$ cat config.mk
export PLATFORM = sky130hd
export DESIGN_NAME = ttt_game_ctrl
export DESIGN_NICKNAME = d
export VERILOG_FILES = /design/src/rtl/ttt_game_ctrl.sv
export SDC_FILE = /design/constraint.sdc
export NUM_CORES = 1
export LEC_CHECK = 0
export CORE_MARGIN = 4
export CORE_UTILIZATION = 59
export DETAILED_ROUTE_END_ITERATION = 16
export HOLD_SLACK_MARGIN = 0.02
export PLACE_DENSITY = 0.86
export SLEW_MARGIN = 20
export SYNTH_ARGS = -nofsm -noshare
export SYNTH_HDL_FRONTEND = slang
export SYNTH_SLANG_ARGS = --single-unit
$ cat constraint.sdc
create_clock -name clk -period 4.12 [get_ports clk]
set_clock_uncertainty 0.2 [all_clocks]
set_input_delay 1.03 -clock clk [delete_from_list [all_inputs] [get_ports clk]]
set_output_delay 1.03 -clock clk [all_outputs]
set_load 0.005 [all_outputs]
$ cat src/rtl/ttt_game_ctrl.sv
// Tic-tac-toe game sequencer: grants the player on turn, writes validated moves into
// the 3x3 board, enforces a per-turn timeout and reports win/draw.
module ttt_game_ctrl #(
  parameter int TIMEOUT_CYCLES = 1000,
  parameter int TMR_W          = 10
) (
  input  logic        clk,
  input  logic        rst,
  input  logic        start,
  input  logic        p1_req,
  input  logic [3:0]  p1_cell,
  input  logic        p2_req,
  input  logic [3:0]  p2_cell,
  output logic        player_turn,
  output logic [17:0] board,
  output logic        move_ack,
  output logic        move_err,
  output logic        timeout,
  output logic        game_over,
  output logic [1:0]  winner,
  output logic        draw
);

  typedef enum logic [1:0] {IDLE, WAIT_MOVE, CHECK, GAME_OVER} state_t;

  localparam logic [TMR_W-1:0] TMR_LAST = TMR_W'(TIMEOUT_CYCLES > 0 ? TIMEOUT_CYCLES - 1 : 0);
  localparam bit               TMR_EN   = (TIMEOUT_CYCLES != 0);

  state_t           state;
  logic [3:0]       move_cnt;
  logic [TMR_W-1:0] timer;

  logic       cur_req;
  logic [3:0] cur_cell;
  logic [1:0] cur_code;
  logic       cell_free;
  logic [8:0] own;
  logic       line_won;

  // Only the player on turn is ever looked at; in CHECK player_turn still names the mover.
  always_comb begin
    cur_req   = player_turn ? p2_req  : p1_req;
    cur_cell  = player_turn ? p2_cell : p1_cell;
    cur_code  = player_turn ? 2'b10   : 2'b01;
    cell_free = 1'b0;
    for (int i = 0; i < 9; i++) begin
      own[i] = (board[2*i +: 2] == cur_code);
      if (cur_cell == 4'(i)) cell_free = (board[2*i +: 2] == 2'b00);
    end
    line_won = (own[0] & own[1] & own[2]) | (own[3] & own[4] & own[5]) |
               (own[6] & own[7] & own[8]) | (own[0] & own[3] & own[6]) |
               (own[1] & own[4] & own[7]) | (own[2] & own[5] & own[8]) |
               (own[0] & own[4] & own[8]) | (own[2] & own[4] & own[6]);
  end

  always_ff @(posedge clk or posedge rst) begin
    if (rst) begin
      state       <= IDLE;
      board       <= '0;
      player_turn <= 1'b0;
      move_cnt    <= '0;
      timer       <= '0;
      move_ack    <= 1'b0;
      move_err    <= 1'b0;
      timeout     <= 1'b0;
      game_over   <= 1'b0;
      winner      <= 2'b00;
      draw        <= 1'b0;
    end else begin
      move_ack <= 1'b0;
      move_err <= 1'b0;
      timeout  <= 1'b0;
      case (state)
        IDLE, GAME_OVER: begin
          if (start) begin
            board       <= '0;
            move_cnt    <= '0;
            timer       <= '0;
            player_turn <= 1'b0;
            game_over   <= 1'b0;
            winner      <= 2'b00;
            draw        <= 1'b0;
            state       <= WAIT_MOVE;
          end
        end
        WAIT_MOVE: begin
          if (cur_req && cur_cell <= 4'd8 && cell_free) begin
            for (int i = 0; i < 9; i++)
              if (cur_cell == 4'(i)) board[2*i +: 2] <= cur_code;
            move_cnt <= move_cnt + 4'd1;
            move_ack <= 1'b1;
            state    <= CHECK;
          end else begin
            if (cur_req) move_err <= 1'b1;
            // Rejected requests still burn turn time.
            if (TMR_EN) begin
              if (timer == TMR_LAST) begin
                timeout     <= 1'b1;
                player_turn <= ~player_turn;
                timer       <= '0;
              end else begin
                timer <= timer + 1'b1;
              end
            end
          end
        end
        CHECK: begin
          if (line_won) begin
            winner    <= cur_code;
            game_over <= 1'b1;
            state     <= GAME_OVER;
          end else if (move_cnt == 4'd9) begin
            draw      <= 1'b1;
            game_over <= 1'b1;
            state     <= GAME_OVER;
          end else begin
            player_turn <= ~player_turn;
            timer       <= '0;
            state       <= WAIT_MOVE;
          end
        end
        default: state <= IDLE;
      endcase
    end
  end

endmodule

==> metrics.csv, run 1 <==
metric,value,unit
Hold WS,313,ps
area of the die,0.00557,sq mm
hold endpoint,timer[9]$_DFFE_PP0P_,
clk slew on worst S/H paths,80,ps
routed length on met1,3.06,mm
P_leak,1.36,nW
register bit total from synthesis,42,
YS warnings,0,
die width,74.7,microns
sequential-to-total area share from yosys stat,40.1,%
ant diodes,0,
vias in the first global route,2244,
Cells after Synth,294,
TritonCTS clock tree,done,
worst path arrival time,3640,ps
r2r startpoint,player_turn$_DFFE_PP0P_,
Hold Startpoint,timer[9]$_DFFE_PP0P_,
asr flop ratio synth,100,%
proportion of layout cells with a drive suffix above 1,9.61,%
WL/cell,17.0,microns
Post-CTS Resized,0,
R2R Setup Slk,580,ps
post-DP HPWL,4.74,mm
pin count of the biggest net entering global routing,33,
antenna violations before repair,0,
FMAX,0.275,GHz
net count after synthesis,313,
max-cap violation count,0,
setup ws final,484,ps
Final Cell Area,0.00316,sq mm
Hold Path Cell Cnt,1,
Remaining DRCs,0,
CP cell instances,clkdlybuf4s50_1 -> mux2i_1 -> or4_1 -> a31oi_1 -> a2111o_1 -> nand2_2 -> or4_4 -> o31ai_1,
top_reg_cell synth,dfrtp_1,
number of flops mapped to enable cells by yosys,0,
Syn-to-layout area delta,20.4,%
Slew HR,34.8,%
Hold Fails Final Rpt,0,
RR Endpoint,timer[8]$_DFFE_PP0P_,
Num CTS Buffers,5,
"Remaining Overflow, GRT",0,
met2 routed WL,2.95,mm
Worst setup SP type,input pin,
# rows,23,
Fill cells,300,
reg2reg path depth,7,
Total Power,0.00210,W
vias,2433,
area of the multi-input gates,0.00146,sq mm
worst path required time,4120,ps
core box area,0.00414,sq mm
synthesized area per cell,8.92,sq um
Port Buf Inserts,38,
pre-CTS WS,195,ps
CTS Buffer Depth,2,
DRT Wirelength,6.51,mm
clk_lat worst skew,300,ps
H-Tree Depth,2,
final setup fails,0,
Total GRT Usage,25.5,%
CP max stage cell,clkdlybuf4s50_1,
Final ANT Viol Nets,0,
crit-path max FO,8,
Worst Tran Pin Value,973,ps
DP Area,0.00304,sq mm
Final min period,3640,ps
Die Y,74.7,microns
Max Slew Vio Count,0,
routability congestion estimate,0.891,
met3 routed WL,438,microns
Peak VDD IR,0.454,mV
Worst Setup Path Type,in2reg,
Nets,351,
post-route setup TNS,0,ps
TritonRoute pass-1 iters,5,
Yosys cell types,55,
first-pass GRT wire length,11.0,mm
CP endpoint kind,flop,
via/cell ratio,6.35,
hold_buf cts,0,
max incr delay on CP,600,ps
Final period util,88.3,%
Initial Util,63.3,%
clk sinks,42,
status,"complete, no violations",
HP Class,reg2reg,
setup repair bufs after CTS,0,
top sig layer,met4,
Reg area,0.00105,sq mm
io pins,39,
clock root cell,clkbuf_8,
synthesized cell area,0.00262,sq mm
RSZ-0062 raised after global routing,false,
pwr/cell area,666,mW/mm^2
iteration-0 DRC count of the detailed router,226,
[logic make-up (layout without fill, tap and decap cells)]
kind of cell	Yosys count	count (layout)	synth area share (%)
AO/OA/AOI/OAI	85	85	23.5
buffers and inverters	25	64	4.20
AND/OR/NAND/NOR	125	125	24.8
flip-flops	42	42	40.1
adder cells (fa/ha/maj)	6	6	2.86
multiplexers	11	11	4.53
[metrics by stage]
stage / util [%] / cells
6_report: 76.2 / 383
5_1_grt: 76.2 / 383
4_1_cts: 76.2 / 383
3_5_place_dp: 73.5 / 375
3_3_place_gp: 73.5 / 375
2_1_floorplan: - / 294
[cells in the final DEF (no fill, tap or decap), types with 3 or more instances in the layout]
master	Yosys	routed
dfrtp_1	42	42
nand2_1	39	39
o21ai_1	6	6
nor2_1	21	21
o21ai_0	9	9
o22ai_1	11	11
nand2b_1	14	14
and3_1	7	7
clkdlybuf4s50_1	0	38
mux2i_1	7	7
buf_4	1	6
o31ai_1	24	24
nor3_1	4	4
mux2_2	3	3
o41ai_2	5	5
nand3_1	11	11
ha_1	6	6
nand3b_1	4	4
a21oi_1	11	11
clkbuf_8	0	5
inv_1	11	10
or4_1	3	3
[metal layers]
metal,global-route usage (%),vias to the layer above
met5,0,-
met4,5.14,0
met3,4.81,9
met2,39.1,105
met1,38.1,1149
li1,-,1170
[critical path, delay by kind of cell]
kind	cells	cell delay, ps
AOI/OAI and AO/OA	3	630
buffers and inverters	1	600
muxes	1	210
and+or+nand+nor	3	1170
[synth_stat cells, types with 4 or more instances]
cell	count	share of area (%)
a21oi_1	11	2.1
and3_1	7	1.7
buf_2	4	0.76
clkbuf_1	7	1.0
dfrtp_1	42	40
ha_1	6	2.9
inv_1	11	1.6
mux2i_1	7	2.7
nand2_1	39	5.6
nand2b_1	14	3.3
nand3_1	11	2.1
nand3b_1	4	1.1
nor2_1	21	3.0
nor3_1	4	0.76
o21ai_0	9	1.7
o21ai_1	6	1.1
o22ai_1	11	2.6
o31ai_1	24	6.9
o41ai_2	5	3.1
[layout make-up]
| cell class | instances | share of cell area [%] |
|---|---|---|
| Clock inverter | 3 | 1.39 |
| Sequential cell | 42 | 33.3 |
| Multi-Input combinational cell | 227 | 46.3 |
| Tap cell | 50 | 1.98 |
| Clock buffer | 5 | 2.18 |
| Timing Repair Buffer | 44 | 13.5 |
| Inverter | 12 | 1.43 |
[report_power, final]
part	switching (W)	internal, W	total, W
combinational	0.000608	0.000465	0.00107
clock	0.000150	0.000182	0.000332
sequential	0.000174	0.000523	0.000697
total	0.000932	0.00117	0.00210
[worst max path at each step]
stage / startpoint / end / slack (ps) / cells past startpoint
after global routing: p1_cell[0] / timer[7]$_DFFE_PP0P_ / 270 / 8
after detailed placement: p1_cell[0] / board[8]$_DFFE_PP0P_ / 190 / 8
after global placement: p1_cell[0] / board[8]$_DFFE_PP0P_ / 330 / 8
after floorplan: p1_cell[1] / board[8]$_DFFE_PP0P_ / 950 / 8
after CTS: p1_cell[0] / board[8]$_DFFE_PP0P_ / 490 / 8
final: p1_cell[0] / board[8]$_DFFE_PP0P_ / 480 / 8
[sequential cells by signal (all words and copies together) (netlist names)]
register and count:
board 18, timer 10, move_cnt 4, state 2, winner 2, draw 1
game_over 1, move_ack 1, move_err 1, player_turn 1, timeout 1
Note: power is estimated with default switching activity, not from simulation.
==> inputs of run 2 (changes only) <==
--- a/config.mk
+++ b/config.mk
@@ -8,8 +8,10 @@
 export CORE_MARGIN = 4
 export CORE_UTILIZATION = 59
 export DETAILED_ROUTE_END_ITERATION = 16
+export GPL_TIMING_DRIVEN = 1
 export HOLD_SLACK_MARGIN = 0.02
 export PLACE_DENSITY = 0.86
+export RECOVER_POWER = 50
 export SLEW_MARGIN = 20
 export SYNTH_ARGS = -nofsm -noshare
 export SYNTH_HDL_FRONTEND = slang
==> run 2 against run 1 <==
Net effect:
- fmax about the same
- register-to-register slack about the same
- sequential cell count did not move
- wire length shrank 0.92%
- die area did not move
- global-route usage did not move
- setup slack gained 3.4 ps
==> metrics.csv, run 2 (synthesis gave the netlist of run 1 again) <==
metric,value,unit,change
status,"complete, no violations",,
reg2reg path depth,7,,unchanged
H-Tree Depth,2,,unchanged
"commonest non-fill, non-tap cell in the layout",dfrtp_1,,
R2R Setup Slk,570,ps,about the same
Post-CTS Resized,0,,unchanged
most frequent cells in the layout,"dfrtp_1, nand2_1, o31ai_1, clkdlybuf4s50_1, nor2_1",,
TritonRoute pass-1 iters,5,,unchanged
antenna violations before repair,0,,unchanged
Initial Util,63.3,%,unchanged
Reg area,0.00105,sq mm,unchanged
Fill cells,301,,+0.33%
pwr/cell area,663,mW/mm^2,-0.39%
P_leak,1.39,nW,+2.7%
area of the die,0.00557,sq mm,unchanged
DRT Wirelength,6.45,mm,-0.92%
Num CTS Buffers,5,,unchanged
hold endpoint,timer[9]$_DFFE_PP0P_,,
vias in the first global route,2244,,unchanged
Hold Startpoint,timer[9]$_DFFE_PP0P_,,
Hold WS,307,ps,-5.97 ps
crit-path max FO,8,,unchanged
biggest regs,"board (18), timer (10), move_cnt (4)",,
sequential power share,33.2,%,about the same
pin count of the biggest net entering global routing,33,,unchanged
Hold Path Cell Cnt,1,,unchanged
Slew HR,35.7,%,+0.93 points
proportion of layout cells with a drive suffix above 1,9.01,%,-0.60 points
"Remaining Overflow, GRT",0,,unchanged
Die Y,74.7,microns,unchanged
Max Slew Vio Count,0,,unchanged
setup repair bufs after CTS,0,,unchanged
Final ANT Viol Nets,0,,unchanged
max-cap violation count,0,,unchanged
core box area,0.00414,sq mm,unchanged
HP Class,reg2reg,,
post-route setup TNS,0,ps,unchanged
Syn-to-layout area delta,20.1,%,
Nets,351,,unchanged
TritonCTS clock tree,done,,
first-pass GRT wire length,11.0,mm,unchanged
Combinational Power Share,50.9,%,about the same
Sw Pwr,0.000931,W,about the same
Remaining DRCs,0,,unchanged
WL/cell,16.8,microns,-0.92%
clock root cell,clkbuf_8,,
clk_lat worst skew,300,ps,about the same
RSZ-0062 raised after global routing,false,,
ant diodes,0,,unchanged
Worst Tran Pin Value,965,ps,-7.87 ps
Final period util,88.2,%,about the same
iteration-0 DRC count of the detailed router,174,,-23%
Port Buf Inserts,38,,unchanged
worst path arrival time,3640,ps,about the same
routability congestion estimate,0.891,,unchanged
Sw Ratio,44.6,%,+0.25 points
internal power,0.00116,W,-1.1%
die width,74.7,microns,unchanged
final setup fails,0,,unchanged
worst path required time,4120,ps,about the same
FMAX,0.275,GHz,about the same
r2r startpoint,player_turn$_DFFE_PP0P_,,
Peak VDD IR,0.455,mV,+0.22%
clk slew on worst S/H paths,90,ps,about the same
clk sinks,42,,unchanged
post-DP HPWL,4.74,mm,unchanged
Largest Register,board,,
Clock power frac,15.9,%,about the same
Final min period,3630,ps,-3.38 ps
# rows,23,,unchanged
Worst setup SP type,input pin,,
CTS Buffer Depth,2,,unchanged
vias,2420,,-0.53%
via/cell ratio,6.32,,-0.53%
Total GRT Usage,25.5,%,unchanged
CP endpoint kind,flop,,
Hold Fails Final Rpt,0,,unchanged
Worst Setup Path Type,in2reg,,
area of the multi-input gates,0.00146,sq mm,unchanged
max reg flops,18,,unchanged
RR Endpoint,timer[8]$_DFFE_PP0P_,,
hold_buf cts,0,,unchanged
io pins,39,,unchanged
run 2: worst max-delay path by stage:
| stage | startpoint | to | slack (ps) | cells past startpoint |
|---|---|---|---|---|
| final | p1_cell[0] | board[8]$_DFFE_PP0P_ | 490 | 8 |
| after floorplan | p1_cell[1] | board[8]$_DFFE_PP0P_ | 950 | 8 |
| after global placement | p1_cell[0] | board[8]$_DFFE_PP0P_ | 330 | 8 |
| after CTS | p1_cell[0] | board[8]$_DFFE_PP0P_ | 490 | 8 |
| after global routing | p1_cell[0] | timer[7]$_DFFE_PP0P_ | 270 | 8 |
| after detailed placement | p1_cell[0] | board[8]$_DFFE_PP0P_ | 190 | 8 |
run 2: power groups by stage:
stage / clock network [W] / logic [W] / registers, W
finish: 0.000331 / 0.00106 / 0.000694
global route: 0.000352 / 0.00119 / 0.000721
CTS: 0.000336 / 0.00107 / 0.000692
detailed placement: 0 / 0.00106 / 0.000699
global placement: 0 / 0.00104 / 0.000689
floorplan: 0 / 0.000739 / 0.000640
run 2: layout make-up:
cell class,instances,area share [%]
multi-input cells,227,46.4
flip-flops and latches,42,33.4
repair buffers,44,13.3
clock buffers,5,2.19
well taps,50,1.99
inverters,12,1.43
clock inverters,3,1.39
run 2: through the flow:
step / instance area, sq um / instances / worst slack (ps) / util [%] / total power (W)
2_1_floorplan: 2620 / 294 / 949 / - / 0.00138
3_3_place_gp: 3040 / 375 / 327 / 73.5 / 0.00173
3_5_place_dp: 3040 / 375 / 195 / 73.5 / 0.00176
4_1_cts: 3160 / 383 / 489 / 76.2 / 0.00210
5_1_grt: 3150 / 383 / 267 / 76.0 / 0.00226
6_report: 3150 / 383 / 487 / 76.0 / 0.00209
run 2: metal layers:
metal	wire, microns	vias up	track usage (%)
met1	3050	1155	38.1
li1	-	1165	-
met2	2900	89	39.1
met4	78	0	5.14
met5	0	-	0
met3	417	11	4.81
run 2: critical path: stages:
cell,delay [ps]
clkdlybuf4s50_1,590
mux2i_1,210
or4_1,540
a31oi_1,230
a2111o_1,180
nand2_2,140
or4_4,490
o31ai_1,220
